## src/rtl/servo_pkg.sv

```systemverilog
// Shared types and constants for the servo slew limiter.
// Defaults match the ServoPWM bank (8 channels, 8-bit duty).
package servo_pkg;

  localparam int DATA_W_DEF = 8;
  localparam int NUM_CH_DEF = 8;

  typedef enum logic {
    IDLE,
    UPDATE
  } state_t;

  function automatic int idx_w(input int n);
    return (n > 1) ? $clog2(n) : 1;
  endfunction

  localparam int CH_W_DEF = idx_w(NUM_CH_DEF);

endpackage

```

## src/rtl/tick_divider.sv

```systemverilog
// Update-tick generator: free-running 0..TICK_DIV-1 counter
// that only advances while enabled.
module tick_divider #(
  parameter int TICK_DIV = 400000
) (
  input  logic clk,
  input  logic resetN,
  input  logic enable,
  output logic tickOut
);

  localparam int CW = (TICK_DIV > 1) ? $clog2(TICK_DIV) : 1;
  localparam logic [CW-1:0] LAST = CW'(TICK_DIV - 1);

  logic [CW-1:0] r_cnt;
  logic          w_wrap;

  assign w_wrap  = (r_cnt == LAST);
  assign tickOut = w_wrap & enable;

  always_ff @(posedge clk) begin
    if (!resetN) begin
      r_cnt <= '0;
    end else if (enable) begin
      r_cnt <= w_wrap ? '0 : r_cnt + CW'(1);
    end
  end

endmodule

```

## src/rtl/servo_slew_limiter.sv

```systemverilog
// Rate-limits servo positions toward synchronised targets,
// sweeping one channel per clock after each update tick.
module servo_slew_limiter
  import servo_pkg::*;
#(
  parameter int NUM_CH    = NUM_CH_DEF,
  parameter int DATA_W    = DATA_W_DEF,
  parameter int TICK_DIV  = 400000,
  parameter int STEP      = 2,
  parameter int RESET_POS = 128
) (
  input  logic                     clk,
  input  logic                     resetN,
  input  logic [NUM_CH*DATA_W-1:0] targetIn,
  input  logic                     enable,
  input  logic                     snap,
  output logic [NUM_CH*DATA_W-1:0] posOut,
  output logic [NUM_CH-1:0]        settled,
  output logic                     tickOut
);

  localparam int CH_W = idx_w(NUM_CH);
  localparam logic [CH_W-1:0] LAST_CH = CH_W'(NUM_CH - 1);
  localparam logic [DATA_W:0] STEP_W = (DATA_W+1)'(STEP);
  localparam logic [DATA_W-1:0] RST_V = DATA_W'(RESET_POS);

  if (TICK_DIV < NUM_CH + 2) begin : g_bad_div
    $error("TICK_DIV must be >= NUM_CH+2");
  end
  if (STEP < 1 || STEP > (2**DATA_W) - 1) begin : g_bad_step
    $error("STEP out of range");
  end

  logic [DATA_W-1:0] r_s1  [NUM_CH];
  logic [DATA_W-1:0] r_s2  [NUM_CH];
  logic [DATA_W-1:0] r_tgt [NUM_CH];
  logic [DATA_W-1:0] r_pos [NUM_CH];
  logic [NUM_CH-1:0] r_settled;
  state_t            r_state;
  logic [CH_W-1:0]   r_idx;
  logic              r_snap_pend;

  logic              w_tick;
  logic [DATA_W-1:0] w_cur_pos;
  logic [DATA_W-1:0] w_cur_tgt;
  logic [DATA_W-1:0] w_slew;
  logic [DATA_W:0]   w_diff;
  logic              w_up;

  tick_divider #(
    .TICK_DIV(TICK_DIV)
  ) u_div (
    .clk    (clk),
    .resetN (resetN),
    .enable (enable),
    .tickOut(w_tick)
  );

  assign tickOut = w_tick;
  assign settled = r_settled;

  for (genvar g = 0; g < NUM_CH; g++) begin : g_out
    assign posOut[g*DATA_W +: DATA_W] = r_pos[g];
  end

  // One datapath shared by all channels; extra bit keeps the
  // +/-STEP result from wrapping before it is clamped to tgt.
  always_comb begin
    w_cur_pos = r_pos[r_idx];
    w_cur_tgt = r_tgt[r_idx];
    w_up      = (w_cur_tgt > w_cur_pos);
    w_diff    = w_up ? ({1'b0, w_cur_tgt} - {1'b0, w_cur_pos})
                     : ({1'b0, w_cur_pos} - {1'b0, w_cur_tgt});
    w_slew    = w_cur_tgt;
    if (w_diff > STEP_W) begin
      if (w_up) begin
        w_slew = DATA_W'({1'b0, w_cur_pos} + STEP_W);
      end else begin
        w_slew = DATA_W'({1'b0, w_cur_pos} - STEP_W);
      end
    end
  end

  always_ff @(posedge clk) begin
    if (!resetN) begin
      for (int k = 0; k < NUM_CH; k++) begin
        r_s1[k]  <= RST_V;
        r_s2[k]  <= RST_V;
        r_tgt[k] <= RST_V;
        r_pos[k] <= RST_V;
      end
      r_settled   <= '0;
      r_state     <= IDLE;
      r_idx       <= '0;
      r_snap_pend <= 1'b0;
    end else begin
      // tgt only follows s2 once two samples agree: drops torn words
      for (int k = 0; k < NUM_CH; k++) begin
        r_s1[k] <= targetIn[k*DATA_W +: DATA_W];
        r_s2[k] <= r_s1[k];
        if (r_s1[k] == r_s2[k]) begin
          r_tgt[k] <= r_s2[k];
        end
        r_settled[k] <= (r_pos[k] == r_tgt[k]);
      end
      unique case (r_state)
        IDLE: begin
          if (snap || r_snap_pend) begin
            for (int k = 0; k < NUM_CH; k++) begin
              r_pos[k] <= r_tgt[k];
            end
            r_snap_pend <= 1'b0;
          end
          if (w_tick) begin
            r_state <= UPDATE;
            r_idx   <= '0;
          end
        end
        UPDATE: begin
          r_pos[r_idx] <= w_slew;
          if (snap) begin
            r_snap_pend <= 1'b1;
          end
          if (r_idx == LAST_CH) begin
            r_state <= IDLE;
          end else begin
            r_idx <= r_idx + CH_W'(1);
          end
        end
        default: r_state <= IDLE;
      endcase
    end
  end

endmodule
```

## config.mk

```make
export PLATFORM = sky130hd
export DESIGN_NAME = servo_slew_limiter
export DESIGN_NICKNAME = d
export VERILOG_FILES = /design/src/rtl/servo_pkg.sv /design/src/rtl/tick_divider.sv /design/src/rtl/servo_slew_limiter.sv
export SDC_FILE = /design/constraint.sdc
export NUM_CORES = 1
export LEC_CHECK = 0
export CAP_MARGIN = 15
export CORE_ASPECT_RATIO = 1.1
export CORE_MARGIN = 2
export CORE_UTILIZATION = 58
export DETAILED_ROUTE_END_ITERATION = 8
export PLACE_DENSITY = 0.84
export SLEW_MARGIN = 20
export SYNTH_ARGS = -nofsm -noshare
export SYNTH_HDL_FRONTEND = slang
export SYNTH_SLANG_ARGS = --single-unit
```

## constraint.sdc

```tcl
create_clock -name clk -period 6.79 [get_ports clk]
set_clock_uncertainty 0.05 [all_clocks]
set_input_delay 1.0185 -clock clk [delete_from_list [all_inputs] [get_ports clk]]
set_output_delay 1.0185 -clock clk [all_outputs]
set_load 0.03 [all_outputs]
```

==> results of run 1 <==
layout make-up:
| class | instances | share of cell area (%) |
|---|---|---|
| multi-input combinational | 875 | 39.3 |
| inverter | 32 | 0.717 |
| tap | 305 | 2.28 |
| timing repair buffer | 151 | 8.92 |
| clock inverter | 9 | 0.613 |
| sequential | 291 | 42.5 |
| clock buffer | 44 | 5.69 |
sequential cells by signal, indices dropped and copies added (netlist names), named ones only:
| signal | cells |
|---|---|
| r_tgt | 64 |
| r_s2 | 64 |
| settled | 8 |
| r_pos | 64 |
| r_state | 1 |
| r_s1 | 64 |
| r_snap_pend | 1 |
| r_idx | 3 |
| u_div.r_cnt | 19 |
placed cells by master, fill, tap and decap left out, types with 15 or more instances in the layout:
| master | count |
|---|---|
| dfxtp_1 | 162 |
| inv_1 | 29 |
| and2_1 | 133 |
| nor4_1 | 28 |
| xnor2_1 | 99 |
| ha_1 | 24 |
| nand2b_1 | 23 |
| o211ai_1 | 30 |
| edfxtp_1 | 128 |
| nand2_1 | 74 |
| xor2_1 | 57 |
| nand4_1 | 40 |
| o311ai_0 | 28 |
| mux4_2 | 31 |
| mux2i_1 | 18 |
| and3_1 | 48 |
| clkdlybuf4s50_1 | 139 |
| nor3_1 | 15 |
| clkbuf_16 | 34 |
| a221o_1 | 20 |
| nor2_1 | 78 |
kinds of logic after synthesis:
group,Yosys count,synth area share [%]
simple gates,481,18.5
flops,291,50.2
compound gates,155,8.87
mux,54,6.63
fa+ha+maj,27,2.54
xor+xnor,158,9.88
buf+inv,110,3.40
Yosys cell counts, types with 17 or more instances:
cell type  number  share of area (%)
a221o_1        20                1.4
o21ai_0        17               0.60
mux2i_1        18                1.3
dfxtp_1       163                 23
buf_2          18               0.64
nand2_1        74                2.0
o311ai_0       28                1.7
edfxtp_1      128                 27
mux4_2         31                4.9
inv_1          29               0.77
clkbuf_1       45                1.2
ha_1           24                2.1
o211ai_1       30                1.6
xor2_1         57                3.5
and2_1        134                5.9
nor2_1         78                2.1
nor3_1         17               0.60
xnor2_1        99                6.1
nor4_1         28                1.2
nand2b_1       23                1.0
nand4_1        40                1.8
and3_1         48                2.1
critical path, cell delays in order (launching register included):
cell and delay, ps:
dfxtp_2 890, buf_4 290, mux4_2 500, mux2i_1 660, ha_1 310, inv_1 60
fa_1 400, xor2_1 180, a221oi_2 270, o221ai_2 170, a2111oi_4 340, nand4_1 630
nand2_1 570, buf_12 290, o311ai_0 200
where the power goes:
part           internal (uW)  total (uW)  switching (uW)
registers               1910        1990            85.1
logic                    215         515             300
clock network           1040        1710             668
per-stage QoR:
stage / worst slack [ps] / utilization, % / std cells
finish: 648 / 70.2 / 1707
global route: 245 / 70.2 / 1707
CTS: 806 / 70.2 / 1707
detailed placement: 859 / 65.8 / 1654
global placement: 928 / 65.8 / 1654
floorplan: 1800 / - / 1276
path summary, 6_finish.rpt:
| kind | startpoint | endpoint | slack (ps) | depth (start not counted) |
|---|---|---|---|---|
| min reg2reg | r_s1[0][15]$_SDFF_PN1_ | r_s2[0][15]$_SDFF_PN1_ | 410 | 1 |
| max | register | r_pos[0][0]$_DFFE_PP_ | 650 | 14 |
| max reg2reg | register | r_pos[0][0]$_DFFE_PP_ | 650 | 14 |
| min | r_s1[0][15]$_SDFF_PN1_ | r_s2[0][15]$_SDFF_PN1_ | 410 | 1 |
metal layers:
| layer | track usage [%] | wire, um | vias up |
|---|---|---|---|
| met2 | 46.4 | 17100 | 831 |
| met5 | 0 | 0 | - |
| met4 | 16.4 | 2520 | 0 |
| met3 | 7.62 | 5120 | 208 |
| met1 | 37.8 | 13900 | 4996 |
| li1 | - | - | 4841 |
==> flow_summary.yaml, run 1 <==
grt:
  grt_pass1_vias: 10600
  antenna_found_initial: 0
  overflow: 0
  grt_max_degree: 122
  grt_usage_pct: 29.6
  grt_pass1_wl_mm: 59.5
placement:
  postPlaceCellArea_um2: 15700
  portBuffers: 140
  place_hpwl_mm: 27.4
  place_congestion: 1.08
clock_tree:
  clockBufferDepth: 3
  h-tree-depth: 1
  clkSlewWorstSetupHoldPaths_ps: 70
  cts_resized: 0
  cts_tree: "done"
  cts_sinks: 291
  post_cts.repair.setup_buffers: 0
  numCtsBuffers: 29
  cts_root_buffer: "clkbuf_16"
  ctsHoldBuffers: 0
  insertion_delay_ps: 540
detailed_routing:
  viasPerCell: 6.37
  drtPass1Iterations: 6
  vias: 10900
  ant_nets: 0
  wl_per_cell_um: 22.6
  totalWireLength_mm: 38.6
  drtIter0Drc: 1581
  drc_errors: 0
critical_path:
  crit_type: "reg -> reg"
  critPathCaptureType: "register"
  worst_ep_required_time_ps: 6980
  cp_max_fo: 45
  crit_path_start_kind: "register"
  worstPathArrival_ps: 6330
logic_synthesis:
  synth_warnings: 0
  netlist_instances: 1276
  async_flop_share_pct: 0
  syn_avg_cell_area_um2: 11.1
  yosysSeqAreaShare_pct: 50.2
  synth.net_count: 1371
  ys.flop_type: "dfxtp_1"
  synth_edf_count: 128
  synth-seq-cells: 291
  ys_types: 68
  synth_area_um2: 14200
finish:
  drive_gt1_share_pct: 8.42
  fin_area_um2: 16700
  n_antenna_cell: 0
  multi_input_area_um2: 6590
  fillCellCount: 1686
  nets: 1475
  area_growth_pct: 18.2
  seq_area_um2: 7110
job:
  drv_cap: 0
die:
  die_area_um2: 25700
  die_w_um: 153
  rows: 59
  core_um2: 23800
  pin_count: 141
  start_util_pct: 59.4
  die_h_um: 168
timing:
  maxSlewHeadroom_pct: 11.0
  tightest_slew_ps: 1300
  hold_slack_ps: 409
  fmax_mhz: 163
  layout_min_cycle_time_ps: 6140
  setup_viol: 0
  rsz0062_at_grt: "no"
  hold_viol: 0
  fin_tns_setup_ps: 0
  min_period_over_period_pct: 90.5
  slew_viol_final: 0
power:
  powerDensity_nw_per_um2: 252
  p_leak_uw: 0.00617
  p_total_uw: 4220
  ir_drop_v: 0.000206
outcome:
  status: "complete, no violations"
worst_hold_path:
  hold_class: "reg -> reg"
(Power assumes the default switching activity.)
==> inputs of run 2 (changes only) <==
CORE_UTILIZATION = 57   (was 58)
PLACE_DENSITY = 0.83   (was 0.84)
SYNTH_HIERARCHICAL = 1   (was not set)
==> flow_summary.yaml, run 2 <==
power:
  ir_drop_v: 0.000191
  swShare_pct: 25.2
  p_leak_uw: 0.00614
  power_frac_seq_pct: 48.3
  p_total_uw: 4130
  clkPwrFrac_pct: 39.5
  p_int_uw: 3090
  p_comb_share_pct: 12.2
  powerDensity_nw_per_um2: 258
  p_sw_uw: 1040
grt:
  antenna_found_initial: 0
  grt_max_degree: 106
  grt_usage_pct: 27.0
  overflow: 0
  grt_pass1_vias: 9230
  grt_pass1_wl_mm: 50.8
critical_path:
  worstPathCellList: "mux4_2 > mux2i_1 > inv_1 > ha_1 > o21ai_0 > a21oi_1 > o31ai_1 > or2_2 > fa_1 > a21o_1 > a21oi_1 > o21bai_1 > a21oi_1 > xnor2_1 > xnor2_1 > mux2i_1 > a21oi_1"
  slowest_delay_ps: 880
  critPathBufInv: 1
  cp_common_cell: "a21oi_1"
  cp_top_family: "compound AO/OA/AOI/OAI gates"
  crit_slowest_cell: "dfxtp_2"
  worst_ep_required_time_ps: 6970
  critPathCaptureType: "register"
  worstPathArrival_ps: 6130
  cp_max_fo: 27
  crit_type: "reg -> reg"
  crit_path_start_kind: "register"
logic_synthesis:
  synth.largest_area_cell: "edfxtp_1"
  synth_top_area_share_pct: 28.6
  async_flop_share_pct: 0
  yosysMostFrequentCell: "dfxtp_1"
  synth_area_um2: 13400
  synth_area_leaders: "edfxtp_1, dfxtp_1, xnor2_1"
  yosysSeqAreaShare_pct: 53.0
  ys_types: 64
  netlist_instances: 1141
  synth.cells.most_frequent: "dfxtp_1, and2_1, edfxtp_1, xnor2_1, and3_1"
  synth-seq-cells: 291
  ys.flop_type: "dfxtp_1"
  synth_edf_count: 128
  syn_avg_cell_area_um2: 11.8
  synth.net_count: 1236
  synth_warnings: 6
outcome:
  status: "complete, no violations"
timing:
  fmax_mhz: 168
  hold_viol: 0
  slew_viol_final: 0
  tightest_slew_ps: 1070
  min_period_over_period_pct: 87.6
  fin_tns_setup_ps: 0
  layout_min_cycle_time_ps: 5950
  setup_viol: 0
  rsz0062_at_grt: "no"
  maxSlewHeadroom_pct: 26.5
die:
  core_um2: 23000
  die_h_um: 165
  start_util_pct: 58.3
  rows: 58
  die_w_um: 150
  pin_count: 141
  die_area_um2: 24800
finish:
  layout_common_cells: "dfxtp_1, clkdlybuf4s50_1, and2_1"
  fin_area_um2: 16000
  n_antenna_cell: 0
  area_growth_pct: 19.4
  final_common_cell: "dfxtp_1"
  nets: 1360
  drive_gt1_share_pct: 9.17
  fillCellCount: 1605
clock_tree:
  clockBufferDepth: 3
  h-tree-depth: 1
  numCtsBuffers: 29
  clkSlewWorstSetupHoldPaths_ps: 60
  cts_tree: "done"
  cts_root_buffer: "clkbuf_16"
  post_cts.repair.setup_buffers: 0
  cts_resized: 0
  cts_sinks: 291
  insertion_delay_ps: 540
  ctsHoldBuffers: 0
placement:
  postPlaceCellArea_um2: 15000
  place_hpwl_mm: 24.4
  place_congestion: 1.00
  portBuffers: 140
detailed_routing:
  drc_errors: 0
  drtIter0Drc: 728
  vias: 9331
  totalWireLength_mm: 33.1
  drtPass1Iterations: 5
  ant_nets: 0
  wl_per_cell_um: 20.8
  viasPerCell: 5.88
worst_hold_path:
  hold_class: "reg -> reg"
job:
  drv_cap: 0
## run 2: layer usage
metal / part of all wire (%) / vias up / track usage [%]
met5: 0 / - / 0
met4: 6.7 / 0 / 15.5
met3: 9.7 / 159 / 5.66
met2: 47 / 538 / 44.2
met1: 37 / 4341 / 33.3
li1: - / 4293 / -
## run 2: worst paths after layout
check                                end  slack (ps)  depth (start not counted)              startpoint
setup / recovery   r_pos[6][7]$_DFFE_PP_         840                         17                register
hold / removal    r_s2[0][23]$_SDFF_PN1_         410                          1  r_s1[0][23]$_SDFF_PN1_
setup reg to reg   r_pos[6][7]$_DFFE_PP_         840                         17                register
hold reg to reg   r_s2[0][23]$_SDFF_PN1_         410                          1  r_s1[0][23]$_SDFF_PN1_
## run 2: logic make-up (layout without fill, tap and decap cells)
group | count (synthesis) | in the layout | share of synthesized area, %
simple gates | 404 | 404 | 17.6
buf+inv | 81 | 227 | 2.41
mux | 64 | 64 | 7.97
flops | 291 | 291 | 53.0
fa+ha+maj | 27 | 27 | 2.69
xor+xnor | 153 | 153 | 9.99
compound gates | 121 | 121 | 6.44
## run 2: power by group through the flow
stage / clock network (uW) / registers, uW / logic, uW
after CTS: 1650 / 1990 / 495
after floorplan: 0 / 2030 / 275
final: 1630 / 2000 / 503
after global placement: 0 / 2030 / 478
after detailed placement: 0 / 2030 / 488
after global routing: 1720 / 2000 / 535
## run 2: area by class of cell
type                            count  area, um^2  area share (%)
Sequential cell                   291        7110            44.4
Timing Repair Buffer              145        1440            8.97
Tap cell                          300         375            2.34
Clock buffer                       38         855            5.34
Clock inverter                     15         143           0.890
Multi-Input combinational cell    769        5990            37.4
Inverter                           29         109           0.680
## run 2: per-stage QoR
step	util, %	std cells	hold slack (ps)	setup WS [ps]
finish	69.6	1587	408	843
global placement	65.3	1534	395	1160
detailed placement	65.3	1534	398	1020
CTS	69.6	1587	414	881
global route	69.6	1587	429	439
floorplan	-	1141	382	1500
==> inputs of run 3 (changes only) <==
SKIP_LAST_GASP = 1   (was not set)
==> results of run 3 <==
Same layout as run 2: the final DEF is identical, and so are final timing and power.
